[config.mk]
export PLATFORM = sky130hd
export DESIGN_NAME = present_dec
export DESIGN_NICKNAME = d
export VERILOG_FILES = /design/src/rtl/present_dec.sv
export SDC_FILE = /design/constraint.sdc
export NUM_CORES = 1
export LEC_CHECK = 0
export CAP_MARGIN = 40
export CORE_MARGIN = 3
export CORE_UTILIZATION = 40
export CTS_CLUSTER_DIAMETER = 30
export DETAILED_ROUTE_END_ITERATION = 6
export GPL_TIMING_DRIVEN = 0
export PLACE_DENSITY = 0.6
export REMOVE_ABC_BUFFERS = 1
export SYNTH_ARGS = -nofsm -noshare
export SYNTH_HDL_FRONTEND = slang
export SYNTH_SLANG_ARGS = --single-unit
[constraint.sdc]
create_clock -name clk -period 5 [get_ports clk]
set_input_delay 0.75 -clock clk [delete_from_list [all_inputs] [get_ports clk]]
set_output_delay 0.75 -clock clk [all_outputs]
set_load 0.005 [all_outputs]
[src/rtl/present_dec.sv]
// Iterative PRESENT-80 decryption core. It expands the user key forward to K32
// (unless K32 is supplied), then runs one inverse round per clock back to K1.
module present_dec #(
  parameter int KEY_IS_LAST = 0
) (
  input  logic        clk,
  input  logic        rst_n,
  input  logic        in_valid,
  output logic        in_ready,
  input  logic [63:0] cipher,
  input  logic [79:0] key,
  output logic        out_valid,
  input  logic        out_ready,
  output logic [63:0] plain,
  output logic        busy
);
  typedef enum logic [2:0] {IDLE, KEYEXP, WHITEN, DECRYPT, DONE} state_t;

  // Nibble tables stored with index 0 in the most significant nibble.
  localparam logic [63:0] SBOX     = 64'hC56B90AD3EF84712;
  localparam logic [63:0] SBOX_INV = 64'h5EF8C12DB463079A;

  function automatic logic [3:0] sbox(input logic [3:0] x);
    return SBOX[{~x, 2'b00} +: 4];
  endfunction

  function automatic logic [3:0] sbox_inv(input logic [3:0] x);
    return SBOX_INV[{~x, 2'b00} +: 4];
  endfunction

  state_t      state_reg, state_next;
  logic [4:0]  cnt_reg, cnt_next;
  logic [63:0] st_reg, st_next;
  logic [79:0] k_reg, k_next;

  logic [79:0] k_rot, k_fwd, k_x, kp;
  logic [63:0] st_p, st_s, st_dec;

  always_comb begin
    k_rot        = {k_reg[18:0], k_reg[79:19]};
    k_fwd        = k_rot;
    k_fwd[79:76] = sbox(k_rot[79:76]);
    k_fwd[19:15] = k_rot[19:15] ^ cnt_reg;

    // Undo the forward key update step by step in reverse order.
    k_x          = k_reg;
    k_x[19:15]   = k_reg[19:15] ^ cnt_reg;
    k_x[79:76]   = sbox_inv(k_x[79:76]);
    kp           = {k_x[60:0], k_x[79:61]};
  end

  genvar gi;
  generate
    for (gi = 0; gi < 64; gi++) begin : g_pinv
      if (gi == 63) begin : g_fixed
        assign st_p[gi] = st_reg[63];
      end else begin : g_move
        assign st_p[gi] = st_reg[(gi * 16) % 63];
      end
    end
    for (gi = 0; gi < 16; gi++) begin : g_sinv
      assign st_s[gi*4 +: 4] = sbox_inv(st_p[gi*4 +: 4]);
    end
  endgenerate

  assign st_dec = st_s ^ kp[79:16];

  always_ff @(posedge clk or negedge rst_n) begin
    if (!rst_n) begin
      state_reg <= IDLE;
      cnt_reg   <= '0;
      st_reg    <= '0;
      k_reg     <= '0;
    end else begin
      state_reg <= state_next;
      cnt_reg   <= cnt_next;
      st_reg    <= st_next;
      k_reg     <= k_next;
    end
  end

  always_comb begin
    state_next = state_reg;
    cnt_next   = cnt_reg;
    st_next    = st_reg;
    k_next     = k_reg;
    case (state_reg)
      IDLE: begin
        if (in_valid) begin
          st_next = cipher;
          k_next  = key;
          if (KEY_IS_LAST != 0) begin
            state_next = WHITEN;
          end else begin
            cnt_next   = 5'd1;
            state_next = KEYEXP;
          end
        end
      end
      KEYEXP: begin
        k_next = k_fwd;
        // Hold the counter at 31 on the last expansion step so it never wraps.
        if (cnt_reg == 5'd31) begin
          state_next = WHITEN;
        end else begin
          cnt_next = cnt_reg + 5'd1;
        end
      end
      WHITEN: begin
        st_next    = st_reg ^ k_reg[79:16];
        cnt_next   = 5'd31;
        state_next = DECRYPT;
      end
      DECRYPT: begin
        st_next = st_dec;
        k_next  = kp;
        if (cnt_reg == 5'd1) begin
          cnt_next   = 5'd0;
          state_next = DONE;
        end else begin
          cnt_next = cnt_reg - 5'd1;
        end
      end
      DONE: begin
        if (out_ready) state_next = IDLE;
      end
      default: state_next = IDLE;
    endcase
  end

  assign in_ready  = (state_reg == IDLE);
  assign busy      = (state_reg == KEYEXP) || (state_reg == WHITEN) || (state_reg == DECRYPT);
  assign out_valid = (state_reg == DONE);
  assign plain     = st_reg;

endmodule

Word level (Yosys, flattened, before mapping):

Index checks and enable logic that the tools add are counted.

* bits of input ports: 148
* register bits: 152
* output and inout port bits: 67
* logic and storage cells: 80

* bitwise gates (word level): 22
* add/subtract/negate cells: 2
* multiplexer cells: 13
* equality and inequality tests: 11
* shifts and indexed selects: 18
* reduce and logical (&&, ||, !) cells: 10

Operators with widths (number)
* $shiftx 64x7->4 const A: 18
* $pmux 80 s3: 1
* $pmux 64 s3: 1
* $xor 64x64->64: 2
* $mux 80: 1
* $not 4->4: 18
* $mux 64: 1
* $pmux 5 s4: 1
* $mux 5: 3
* $pmux 3 s5: 1
* $mux 3: 4
* $xor 5x5->5: 2
* $ne 2x2->1 const B: 4
* $eq 3x2->1 const B: 2
* $reduce_bool 3->1: 2
* $add 5x1->5 const B: 1
* $eq 5x1->1 const B: 1
* $eq 5x5->1 const B: 1
* $sub 5x1->5 const B: 1
* $reduce_and 2->1: 2
* $reduce_and 4->1: 1
* $reduce_bool 4->1: 1
* $eq 3x1->1 const B: 1
* $eq 3x3->1 const B: 1
* other kinds (4): 5

Depth between registers and ports, before layout:

Gate-level depths: netlist of the first run.

* depth in word-level cells: 4
* gate-level depth with buffers: 8

Least setup slack after synthesis of the first run:

OpenSTA, ideal clock, no wires.

* path type: reg2reg
* start: register st_reg[7] (netlist: plain[7])
* end: register st_reg[31] (netlist: plain[31])
* path buffers: 0
* clock period less this slack: 1.910 ns
* path slack: 3.090 ns
* data arrival time: 1.784 ns
* cell stages (with the launch flop): 6
* library setup time: 0.126 ns
* required time: 4.874 ns
* path through: dfrtp_1 -> inv_1 -> ha_1 -> mux4_2 -> xnor2_1 -> a221o_1

* cells in the longest elaborated chain, start to end: 4

RTL lines
* start: declaration: line 33 `logic [63:0] st_reg, st_next;`
* start signal: assignment: line 77 `st_reg <= st_next;`
* $not 4->4: line 28 `return SBOX_INV[{~x, 2'b00} +: 4];`
* $shiftx 64x7->4: line 28
* $xor 64x64->64: line 66 `assign st_dec = st_s ^ kp[79:16];`
* $pmux 64 s3: line 87 `case (state_reg)`

Every way passes these cells.
A chain may end at the register's enable or synchronous reset.

Final worst setup path of the first run:

* start: register state_reg[1]
* end: register st_reg[30] (netlist: plain[30])

* cells in the longest elaborated chain, start to end: 3
* elaborated cells between the ends (all ways): 7
* classes of those cells: eq/ne (3); mux (1); reduce/logical (3)

RTL lines
* start: declaration: line 31 `state_t state_reg, state_next;`
* start signal: assignment: line 75 `state_reg <= state_next;`
* $eq 3x2->1 / $logic_not 3->1 (equally long branches): line 87
* $reduce_bool 3->1 (no line) / $ne 2x2->1 (equally long branches)
* $reduce_and 2->1 (no line)

Parallel ways exist; a longest one is shown, timed or not.

==> results of run 1 <==
==> kinds of logic after synthesis <==
group                    synth area share [%]
AO/OA/AOI/OAI                           25.18
XOR/XNOR                                6.392
adder cells (fa/ha/maj)                 10.80
buffers and inverters                   6.991
flip-flops                              29.85
multiplexers                            11.10
AND/OR/NAND/NOR                         9.692
==> routing by layer <==
layer  global-route usage [%]  wire length [um]  vias to the layer above
li1                         -                 -                     5665
met1                    38.34             20180                     5870
met2                    41.51             20840                      568
met3                    5.664              3903                       64
met4                    9.072              1357                        0
met5                        0                 0                        -
==> final cells by class <==
| type | instances | area (um^2) | share of cell area (%) |
|---|---|---|---|
| multi-input combinational | 1143 | 8099 | 50.72 |
| inverter | 96 | 360.3 | 2.257 |
| clock buffer | 20 | 446.7 | 2.798 |
| timing repair buffer | 238 | 2615 | 16.38 |
| sequential | 152 | 3807 | 23.85 |
| tap | 396 | 495.5 | 3.103 |
| clock inverter | 12 | 142.6 | 0.8933 |
==> cell usage in the layout, fill, tap and decap left out, types with 7 or more instances in the layout <==
cell type and n:
sky130_fd_sc_hd__o21ai_0 181, sky130_fd_sc_hd__mux2i_1 85, sky130_fd_sc_hd__a211oi_1 34, sky130_fd_sc_hd__buf_16 9
sky130_fd_sc_hd__xor2_1 31, sky130_fd_sc_hd__o221ai_1 38, sky130_fd_sc_hd__mux4_2 21, sky130_fd_sc_hd__o311a_1 7
sky130_fd_sc_hd__dfrtp_1 151, sky130_fd_sc_hd__clkbuf_16 17, sky130_fd_sc_hd__a21oi_1 156, sky130_fd_sc_hd__xnor2_1 62
sky130_fd_sc_hd__clkdlybuf4s50_1 213, sky130_fd_sc_hd__ha_1 110, sky130_fd_sc_hd__nand2_1 142, sky130_fd_sc_hd__a32oi_1 57
sky130_fd_sc_hd__inv_1 95, sky130_fd_sc_hd__mux2_2 8, sky130_fd_sc_hd__a222oi_1 7, sky130_fd_sc_hd__nor2_1 142
==> critical path, stage by stage, from the launching register on <==
cell and delay, ns:
sky130_fd_sc_hd__dfrtp_4 0.71, sky130_fd_sc_hd__buf_16 0.35, sky130_fd_sc_hd__nor3b_2 0.79, sky130_fd_sc_hd__buf_4 0.34, sky130_fd_sc_hd__buf_6 0.17, sky130_fd_sc_hd__buf_6 0.16
sky130_fd_sc_hd__a32oi_1 0.11, sky130_fd_sc_hd__nor2_1 0.11, sky130_fd_sc_hd__a21oi_1 0.05, sky130_fd_sc_hd__o21ai_0 0.08
==> worst paths after layout <==
| check | start | to | slack, ns | depth (start not counted) |
|---|---|---|---|---|
| min in group clk | k_reg[8] | k_reg[8] | 0.57 | 2 |
| min | rst_n | k_reg[53] | 0.23 | 1 |
| max | state_reg[1] | plain[30] | 2.03 | 9 |
| min reg2reg | k_reg[8] | k_reg[8] | 0.57 | 2 |
| max reg2reg | state_reg[1] | plain[30] | 2.03 | 9 |
| max in group asynchronous | rst_n | plain[9] | 3.86 | 2 |
==> power breakdown <==
| group | leakage, nW | internal, mW | switching [mW] |
|---|---|---|---|
| registers | 1.83 | 1.89 | 1.58 |
| logic | 4.50 | 3.50 | 3.86 |
| clock network | 0.274 | 0.757 | 0.600 |
| total | 6.61 | 6.15 | 6.04 |
==> stage by stage <==
stage / setup slack (ns) / TNS, ns / utilization [%] / std cells
5_1_grt: 1.813 / 0 / 51.52 / 2057
3_5_place_dp: 2.072 / 0 / 49.62 / 2025
4_1_cts: 2.055 / 0 / 51.52 / 2057
3_3_place_gp: -7.882 / -1653.46 / 47.92 / 2001
6_report: 2.030 / 0 / 51.52 / 2057
2_1_floorplan: -3.349 / -382.92 / - / 1391
==> summary by stage, run 1 <==
STA
In the finished design, the share of the clock period the worst path needs comes to 59.39%. The setup clock skew after layout is 0.01786 ns. The worst hold-check slack is 0.2271 ns. The number of slew-limit violations in the final report is 0.

Subtracting the final worst setup slack from the clock period gives 2.970 ns. Setup violations remaining at the end of the flow were counted as 0. The peak clock frequency supported by timing is 336.7 MHz.

The number of endpoints with negative hold slack in the final report is 0. Setup repair after global routing left no endpoint under its margin. The measured slew at the worst slew-check pin is 0.8888 ns. The worst relative slew slack is 40.49%.

Global routing
The pin count of the biggest net entering global routing is 98. The via count of the first global-routing pass was 11.52k. Across every metal layer, demand over resource in global routing totals 27.13%.

The number of antenna violations at the first check in global routing is 0. The first global-routing pass estimated 70660 um of wire. For this run the aggregate overflow at the end of global routing stands at 0.

Setup path
The element type at the critical path end is a flip-flop. The worst setup path is launched from a flip-flop. The worst-path maximum fanout is 54.

STA puts the critical path data required time at 5.37 ns. The worst setup path is of the flip-flop to flip-flop kind. Data arrives at the worst endpoint at 3.34 ns.

Clocking
Once the clock tree was built, the setup fixing pass inserted 0 buffers. The hold-fix buffer count after cts is 0. CTS saw 152 sinks. No sink is reached through more buffers than the 2 on the longest clock path.

The number of resized instances in the post-cts repair step is 0. The H-tree was split into 4 levels. Counting the buffers created by CTS gives 17. The clock insertion delay at the later pin of the skew report is 0.45 ns.

Clock-pin slew was measured on the worst setup and hold paths at 0.08 ns. The tree is rooted in a sky130_fd_sc_hd__clkbuf_16. The TritonCTS clock tree is built.

Routing
The final layout contains routed wiring with a total length of 46290 um. The routed layout has 12.17k vias. For this run, the detailed router's first-pass iteration total came to 5. The antenna violation net count after detailed routing is 0. The ratio of routed vias to standard cells is 5.915. In the final routed layout, each cell accounts on average for 22.50 um. In the routed design, unresolved DRC markers number 0. In this run, the number of DRC markers left after iteration 0 of detailed routing was 1025.

Yosys
The number of enable-type register cells in the synthesized netlist is 0. The count of mapped cells out of synthesis is 1511. A synthesized cell averages 8.433 um^2. By area the synthesized netlist is led by sky130_fd_sc_hd__dfrtp_1 30%, sky130_fd_sc_hd__ha_1 11%, sky130_fd_sc_hd__o21ai_0 7.1%, sky130_fd_sc_hd__mux2i_1 6.7%, sky130_fd_sc_hd__a21oi_1 6.1%. The synthesized design devotes to its leading area cell type 29.85% of total area. The fraction of registers with async set or reset after synthesis is 100.0%.

Sequential cells were found to cover 29.85% of the synthesized design area. In the post-synthesis netlist, the cell with the most instances is sky130_fd_sc_hd__o21ai_0. The synthesized netlist occupies a cell area of 12740 um^2. The number of synthesized register bits is 152. The biggest area contributor in the post-synthesis netlist is sky130_fd_sc_hd__dfrtp_1. The Yosys step of the flow raised 0 warnings. After synthesis, the most frequently instantiated cells are 181 x sky130_fd_sc_hd__o21ai_0, 156 x sky130_fd_sc_hd__a21oi_1, 152 x sky130_fd_sc_hd__dfrtp_1. Among all flip-flop cells after synthesis, the most frequent one is sky130_fd_sc_hd__dfrtp_1. The distinct cell type count after synthesis is 47.

Placed design
The placed instances occupy a cell area of 15380 um^2. The final weighted congestion in routability-driven placement is 0.9019. The estimated wirelength of the detail-placed design is 33920 um. The count of input and output buffers is 214.

Floorplanning
For this configuration, the core starts out at a cell density of 41.12%. The floorplan has 64 rows. The total I/O pin count is 215.

The area enclosed by the die boundary is 34030 um^2. The width of the die is 184.5 um. The core region is 30990 um^2. From bottom edge to top edge, the die measures 184.5 um.

Power and ir drop
Across the VDD grid, the largest voltage drop is 0.3415 mV. Dividing total power by cell area gives a power density of 763.3 nW/um^2. Power comes to 12.19 mW. For this design the static power due to leakage is 6.606 nW.

Hold path
The path class of the tightest hold or removal check is input port to asynchronous set/reset pin.

Finish
The area growth from synthesis to layout is 25.30%. The diode insertion count for antenna repair is 0. The area of all placed cells without fillers is 15970 um^2. The register with the most flip-flops in the layout has 80 of them. The final-layout fill cell count is 2931. The count of nets after finishing is 1906. Cells with a size suffix above 1 make up 5.840% of the layout.

Run status
The flow ran to the end, and the final reports show no timing, DRC or antenna violations.

Flow run
Max-cap violations in this run came to 0.
(Power assumes the default switching activity.)
==> run 2, diff against run 1 <==
--- a/config.mk
+++ b/config.mk
@@ -11,7 +11,7 @@
 export CTS_CLUSTER_DIAMETER = 30
 export DETAILED_ROUTE_END_ITERATION = 6
 export GPL_TIMING_DRIVEN = 0
-export PLACE_DENSITY = 0.6
+export PLACE_DENSITY = 0.62
 export REMOVE_ABC_BUFFERS = 1
 export SYNTH_ARGS = -nofsm -noshare
 export SYNTH_HDL_FRONTEND = slang
==> constraint.sdc (replaced) <==
create_clock -name clk -period 2.72 [get_ports clk]
set_input_delay 0.408 -clock clk [delete_from_list [all_inputs] [get_ports clk]]
set_output_delay 0.408 -clock clk [all_outputs]
set_load 0.005 [all_outputs]
==> run 2 against run 1 <==
  * The run now ends with design-rule violations left
  * Total power rose by 84%
  * Register-to-register slack got worse by 1.9 ns
  * Utilization rose by 0.056 points
  * Combinational power rose by 86%
  * Setup slack got worse by 1.9 ns
  * Final area rose by 0.11%
==> summary by stage, run 2 (same netlist as run 1, synthesis figures left out) <==
Run status
The run finished, with violations left. The final reports fail on design-rule violations.

Setup path
The combined buffer and inverter count along the critical path is 3 (-1). STA classifies the critical path startpoint as a flip-flop. The worst setup path is captured at a flip-flop. The endpoint required time on the critical path is 3.04 ns (-2.33 ns). Broken down by cell family, the worst path's largest delay share belongs to compound AO/OA/AOI/OAI gates. The worst-path maximum fanout is 35 (-35%). The critical path is of the flip-flop to flip-flop type. The critical path goes through buf_16, inv_2, a21oi_4, buf_12, o21ai_0, a221o_1. The slowest stage of the critical path belongs to the cell sky130_fd_sc_hd__dfrtp_4.

The data arrival time at the worst-slack endpoint is 2.87 ns (-0.47 ns). The delay of the slowest cell on the worst path is 0.63 ns (-0.16 ns).

Power and ir drop
The total power consumption of the routed design is 22.43 mW (+84%). The power per standard cell area is 1403 nW/um^2 (+84%). The static leakage power is 6.606 nW (about the same). The worst ir drop on vdd was 0.5509 mV (+61%).

Floorplanning
The core footprint was 30990 um^2 (unchanged). The die height came to 184.5 um (unchanged). The initial core utilization came to 41.12% (unchanged).

The area enclosed by the die boundary is 34030 um^2 (unchanged). The number of standard-cell rows in the floorplan is 64 (unchanged). The total I/O pin count was 215 (unchanged). The width of the die is 184.5 um (unchanged).

Finish
The diode insertion count for antenna repair is 0 (unchanged). The library cell used most frequently in the layout, excluding fill and tap cells, is sky130_fd_sc_hd__clkdlybuf4s50_1. The count of nets after finishing is 1910 (+0.21%). The fraction of layout cells with a size suffix above 1 was 6.066% (+0.23 points). The library cells used most frequently in the layout, excluding fill and tap cells, are 213 x sky130_fd_sc_hd__clkdlybuf4s50_1, 181 x sky130_fd_sc_hd__o21ai_0, 156 x sky130_fd_sc_hd__a21oi_1. The flip-flop count of the largest register after layout was 80 (unchanged). From synthesis to final layout, the design area changed by 25.44%.

STA
The setup clock skew after layout is 0.01533 ns (-0.002532 ns). The peak clock frequency supported by timing is 392.4 MHz (+17%). The shortest clock period the worst path allows after layout came to 2.548 ns (-0.4214 ns). Setup repair after global routing left no endpoint under its margin. The summed negative setup slack over all endpoints came to 0 ns (unchanged). The worst relative slew slack is 48.62% (+8.1 points).

The measured slew at the worst slew-check pin is 0.7691 ns (-0.1197 ns). The worst hold-check slack came to 0.4651 ns (+0.2380 ns). The period utilization is 93.69% (+34 points). The number of endpoints with negative hold slack in the final report is 0 (unchanged).

The number of slew-limit violations in the final report is 0 (unchanged). The final-report setup violation count is 0 (unchanged).

Global routing
The global-route wire length before repair is 70380 um (-0.40%). The aggregate global-route resource usage is 27.12% (about the same). The remaining global-route overflow is 0 (unchanged).

The pin count of the biggest net entering global routing is 107 (+9.2%). The via count of the first global-routing pass is 11.30k (-1.9%). The number of antenna violations at the first check in global routing is 0 (unchanged).

Placed design
The final weighted congestion in routability-driven placement was 0.8837 (-2.0%). The estimated wirelength of the detail-placed design came to 33700 um (-0.67%). The count of input and output buffers came to 214 (unchanged).

Routing
The number of DRC violations after detailed-routing iteration 0 was 1351 (+32%). The antenna violation net count after detailed routing is 0 (unchanged). The detailed-router iteration count before antenna repair is 7 (+2). The number of vias after detailed routing is 12.18k (+0.12%). The average detailed-routed wire length per instance is 22.93 um (+1.9%). The count of unresolved DRC violations after routing came to 10 (+10). The ratio of routed vias to standard cells is 5.911 (about the same). The total length of routed wires is 47260 um (+2.1%).

Flow run
The count of maximum capacitance violations was 0 (unchanged).

Clocking
The number of clock sinks is 152 (unchanged). The level count of the clock H-tree is 4 (unchanged). The CTS root buffer is sky130_fd_sc_hd__clkbuf_16. The post-CTS clock slew at the launch and capture registers of the worst setup and hold paths came to 0.07 ns (about the same). The number of buffers inserted during clock tree synthesis is 17 (unchanged). The maximum count of clock buffers along a single path is 2 (unchanged). The clock insertion delay at the later pin of the skew report came to 0.45 ns (about the same). The TritonCTS clock tree is built.

Hold path
The tightest min-delay check is of the input port to asynchronous set/reset pin type.
==> run 2: layout make-up <==
class,count,area (um^2)
inverters,96,360.3
fillers,2870,15010
flip-flops and latches,152,3809
repair buffers,241,2640
clock inverters,13,125.1
multi-input cells,1144,8122
well taps,396,495.5
clock buffers,19,432.9
==> run 2: repair_timing <==
item                                    4_1_cts  5_1_grt
gates cloned                                  1        0
hold buffers                                  1        0
pin swaps                                     1        0
hold endpoints to repair                     46        0
setup buffers                                 0        3
endpoints found under the setup margin       12       14
resized for setup                             1        2
==> run 2: report_power, final <==
part	internal, mW	leakage [nW]	switching, mW
sequential	3.48	1.83	2.90
clock	1.27	0.256	1.10
combinational	6.46	4.52	7.23
total	11.2	6.61	11.2
==> run 2: per-layer routing <==
metal	track usage [%]	vias up	wire length [um]
met5	0	-	0
met1	39.03	5922	20900
li1	-	5679	-
met4	8.527	0	1329
met3	5.072	60	3772
met2	41.33	521	21260
==> run 2: metrics by stage <==
| step | utilization, % | std cells | setup slack [ns] | instance area, um^2 |
|---|---|---|---|---|
| after floorplan | - | 1391 | -5.629 | 12210 |
| after global placement | 47.92 | 2001 | -9.962 | 14850 |
| final | 51.58 | 2061 | 0.1718 | 15980 |
| after detailed placement | 49.58 | 2024 | -0.06221 | 15370 |
| after global routing | 51.58 | 2061 | 0.07175 | 15980 |
| after CTS | 51.47 | 2058 | 0.01231 | 15950 |
==> run 2: worst register-to-register path, cell delays in order (launching register included) <==
cell	delay (ns)
sky130_fd_sc_hd__dfrtp_4	0.63
sky130_fd_sc_hd__buf_16	0.29
sky130_fd_sc_hd__inv_2	0.24
sky130_fd_sc_hd__a21oi_4	0.52
sky130_fd_sc_hd__buf_12	0.27
sky130_fd_sc_hd__o21ai_0	0.13
sky130_fd_sc_hd__a221o_1	0.35
==> run 2: final timing paths <==
path / endpoint / cells past startpoint / startpoint / slack (ns)
setup / recovery: plain[23] / 6 / state_reg[1] / 0.17
hold / removal: k_reg[1] / 2 / rst_n / 0.47
setup reg to reg: plain[23] / 6 / state_reg[1] / 0.17
hold reg to reg: k_reg[5] / 2 / k_reg[5] / 0.57
max in group asynchronous: plain[63] / 3 / rst_n / 1.32
min in group clk: state_reg[2] / 2 / out_ready / 0.54
==> run 3, diff against run 2 <==
--- a/config.mk
+++ b/config.mk
@@ -7,12 +7,11 @@
 export LEC_CHECK = 0
 export CAP_MARGIN = 40
 export CORE_MARGIN = 3
-export CORE_UTILIZATION = 40
+export CORE_UTILIZATION = 29
 export CTS_CLUSTER_DIAMETER = 30
 export DETAILED_ROUTE_END_ITERATION = 6
 export GPL_TIMING_DRIVEN = 0
-export PLACE_DENSITY = 0.62
-export REMOVE_ABC_BUFFERS = 1
+export PLACE_DENSITY = 0.48
 export SYNTH_ARGS = -nofsm -noshare
 export SYNTH_HDL_FRONTEND = slang
 export SYNTH_SLANG_ARGS = --single-unit
==> run 3 against run 2 <==
  * The run now ends clean
  * Sequential share of layout area decreased by 0.43 points
  * First-iteration DRC count up 5.1%
  * Total power increased by 6.7%
  * Setup slack better by 0.075 ns
  * Sequential cell count unchanged
  * Routed wire length up 34%
  * Maximum frequency rose by 3.1%
  * Register-to-register slack better by 0.08 ns
  * Non-clock buffer count up 96
  * Die area rose by 37%
  * Worst hold slack lost 0.0037 ns
  * Critical path type unchanged
  * Critical endpoint is now plain[35]
==> summary by stage, run 3 (same netlist as run 1, synthesis figures left out) <==
Run status
The run finished with clean final reports.

Clocking
The number of clock sinks is 152 (unchanged). The maximum count of clock buffers along a single path is 2 (unchanged). The post-CTS clock slew at the launch and capture registers of the worst setup and hold paths is 0.07 ns (about the same).

The TritonCTS clock tree is built. The number of buffers inserted during clock tree synthesis is 17 (unchanged). The buffer count from post-CTS setup fixing is 0 (unchanged). The clock insertion delay at the later pin of the skew report is 0.46 ns (about the same).

The root buffer cell chosen for the clock tree is sky130_fd_sc_hd__clkbuf_16. The level count of the clock H-tree is 4 (unchanged).

Setup path
The type of the worst setup path is flip-flop to flip-flop. The worst-path maximum fanout was 7 (-80%). The cell that appears most often on the critical path is sky130_fd_sc_hd__inv_1.

The standard cell with the maximum stage delay on the critical path is sky130_fd_sc_hd__mux4_2. The element type at the critical path end is a flip-flop. The setup slack of the worst register-to-register path is 0.25 ns (+0.08 ns). Traced cell by cell, the critical path runs through inv_1, ha_1, inv_1, mux4_2, xnor2_1, o221ai_1. The terminus of the critical flop-to-flop path is plain[35]. Following the worst setup path forward leads to its endpoint at plain[35]. In this run the critical register-to-register path is launched from plain[24]. The endpoint required time on the critical path is 3.01 ns (-0.03 ns). The depth of the worst register-to-register path is 6 (unchanged). STA classifies the critical path startpoint as a flip-flop. The startpoint of the worst setup timing path is plain[24].

The delay of the slowest cell on the worst path was 0.53 ns (-0.10 ns). The data arrival time at the worst-slack endpoint was 2.76 ns (-0.11 ns).

Placed design
The placed instance count is 2313 (+14%). The final weighted congestion in routability-driven placement is 0.9475 (+7.2%). The count of input and output buffers is 214 (unchanged). The estimated wirelength of the detail-placed design came to 48720 um (+45%).

Routing
The ratio of routed vias to standard cells came to 5.665 (-4.2%). The average detailed-routed wire length per instance came to 26.92 um (+17%). The antenna violation net count after detailed routing is 0 (unchanged). The count of unresolved DRC violations after routing is 0 (-10). The number of vias after detailed routing was 13.29k (+9.1%). The total length of routed wires is 63120 um (+34%).

The number of DRC violations after detailed-routing iteration 0 is 1420 (+5.1%). The detailed-router iteration count before antenna repair is 7 (unchanged).

Floorplanning
The initial core utilization is 29.45% (-12 points). The die height is 215.6 um (+17%). The core footprint is 43270 um^2 (+40%). The number of standard-cell rows in the floorplan is 76 (+19%).

The width of the die is 215.6 um (+17%). The total I/O pin count came to 215 (unchanged). The area enclosed by the die boundary was 46490 um^2 (+37%).

Finish
In the layout the commonest cells are 213 x sky130_fd_sc_hd__clkdlybuf4s50_1, 181 x sky130_fd_sc_hd__o21ai_0, 156 x sky130_fd_sc_hd__a21oi_1. The flip-flop count of the largest register after layout is 80 (unchanged). The end-of-flow core utilization is 37.58% (-14 points). The final-layout fill cell count is 4531 (+58%). The most common cell after layout, fill and taps aside is sky130_fd_sc_hd__clkdlybuf4s50_1. The diode insertion count for antenna repair is 0 (unchanged).

The fraction of layout cells with a size suffix above 1 is 7.159% (+1.1 points). The count of nets after finishing is 2005 (+5.0%). The non-filler instance count after layout is 2345 (+14%). The layout overhead on the synthesized area is 27.59%.

STA
The setup clock skew after layout was 0.01766 ns (+0.002327 ns). The measured slew at the worst slew-check pin was 0.8646 ns (+0.09546 ns). The worst relative slew slack came to 42.36% (-6.3 points). The number of slew-limit violations in the final report is 0 (unchanged). The number of endpoints with negative hold slack in the final report is 0 (unchanged). The final-report setup violation count came to 0 (unchanged).

The period utilization is 90.91% (-2.8 points). The summed negative setup slack over all endpoints was 0 ns (unchanged). The shortest clock period the worst path allows after layout is 2.473 ns (-0.07546 ns). The peak clock frequency supported by timing was 404.4 MHz (+3.1%). Setup repair after global routing left no endpoint under its margin.

Global routing
The via count of the first global-routing pass was 13.07k (+16%). The global-route wire length before repair is 90720 um (+29%). The aggregate global-route resource usage came to 26.55% (-0.57 points). The pin count of the biggest net entering global routing was 103 (-3.7%). The remaining global-route overflow is 0 (unchanged).

The number of antenna violations at the first check in global routing was 0 (unchanged).

Power and ir drop
The worst ir drop on vdd came to 0.5123 mV (-7.0%). The static leakage power was 6.754 nW (+2.2%). The total power consumption of the routed design is 23.94 mW (+6.7%). The power per standard cell area came to 1472 nW/um^2 (+4.9%).

Hold path
The worst min-delay path class is input port to asynchronous set/reset pin.

Yosys
The number of nets in the synthesized netlist is 1769.

Flow run
The count of maximum capacitance violations was 0 (unchanged).
-- run 3: changes by cell type in the layout (fill, tap and decap cells not counted), sizes merged --
cell	delta
inv	+3
a21oi	-1
buf	+36
clkinvlp	-2
clkbuf	+59
-- run 3: final cells by class --
class,instances,area [um^2],area share (%)
Buffer,119,529.3,3.255
Clock buffer,18,439.2,2.701
Clock inverter,14,138.9,0.8542
Inverter,96,360.3,2.216
Multi-Input combinational cell,1143,8048,49.50
Sequential cell,152,3804,23.40
Tap cell,585,732.0,4.502
Timing Repair Buffer,218,2207,13.58
-- run 3: worst max-delay path: cells and delay by family, from the launching register on --
family	cells	cell delay, ns
buf+inv	2	0.24
compound gates	1	0.22
mux	1	0.53
xor+xnor	1	0.47
flops	1	0.50
fa+ha+maj	1	0.35
-- run 3: per-layer routing --
| metal | vias to the layer above | wire (um) | global-route usage (%) |
|---|---|---|---|
| met4 | 0 | 2639 | 10.91 |
| li1 | 5865 | - | - |
| met3 | 109 | 4704 | 4.464 |
| met1 | 6649 | 27540 | 36.49 |
| met5 | - | 0 | 0 |
| met2 | 662 | 28240 | 41.48 |
-- run 3: what timing repair did --
item                                   4_1_cts  5_1_grt
endpoints found under the hold margin       50        0
hold buffers                                 1        0
pin swaps                                    0        0
setup endpoints to repair                    2        3
gates resized for setup                      1        2
-- run 3: how the worst min path moves through the flow --
| stage | from | endpoint | slack (ns) | cells after the start |
|---|---|---|---|---|
| after floorplan | rst_n | cnt_reg[0] | 0.11 | 0 |
| after CTS | rst_n | k_reg[69] | 0.47 | 2 |
| after global routing | rst_n | k_reg[69] | 0.50 | 2 |
| final | rst_n | k_reg[67] | 0.46 | 2 |
| after global placement | plain[43] | plain[43] | 0.57 | 2 |
| after detailed placement | rst_n | k_reg[10] | 0.36 | 1 |
-- run 3: where the power goes --
group / leakage, nW / switching (mW) / internal [mW]
clock network: 0.276 / 1.15 / 1.31
registers: 1.83 / 3.03 / 3.46
logic: 4.65 / 8.60 / 6.38
-- run 3: through the flow --
| stage | hold WS, ns | instance area (um^2) | setup WS [ns] |
|---|---|---|---|
| floorplan | 0.1124 | 12740 | 0.8105 |
| global placement | 0.5707 | 15620 | -5.939 |
| detailed placement | 0.3616 | 15670 | 0.07708 |
| CTS | 0.4738 | 16260 | 0.01365 |
| global route | 0.4971 | 16260 | 0.08120 |
| finish | 0.4614 | 16260 | 0.2472 |
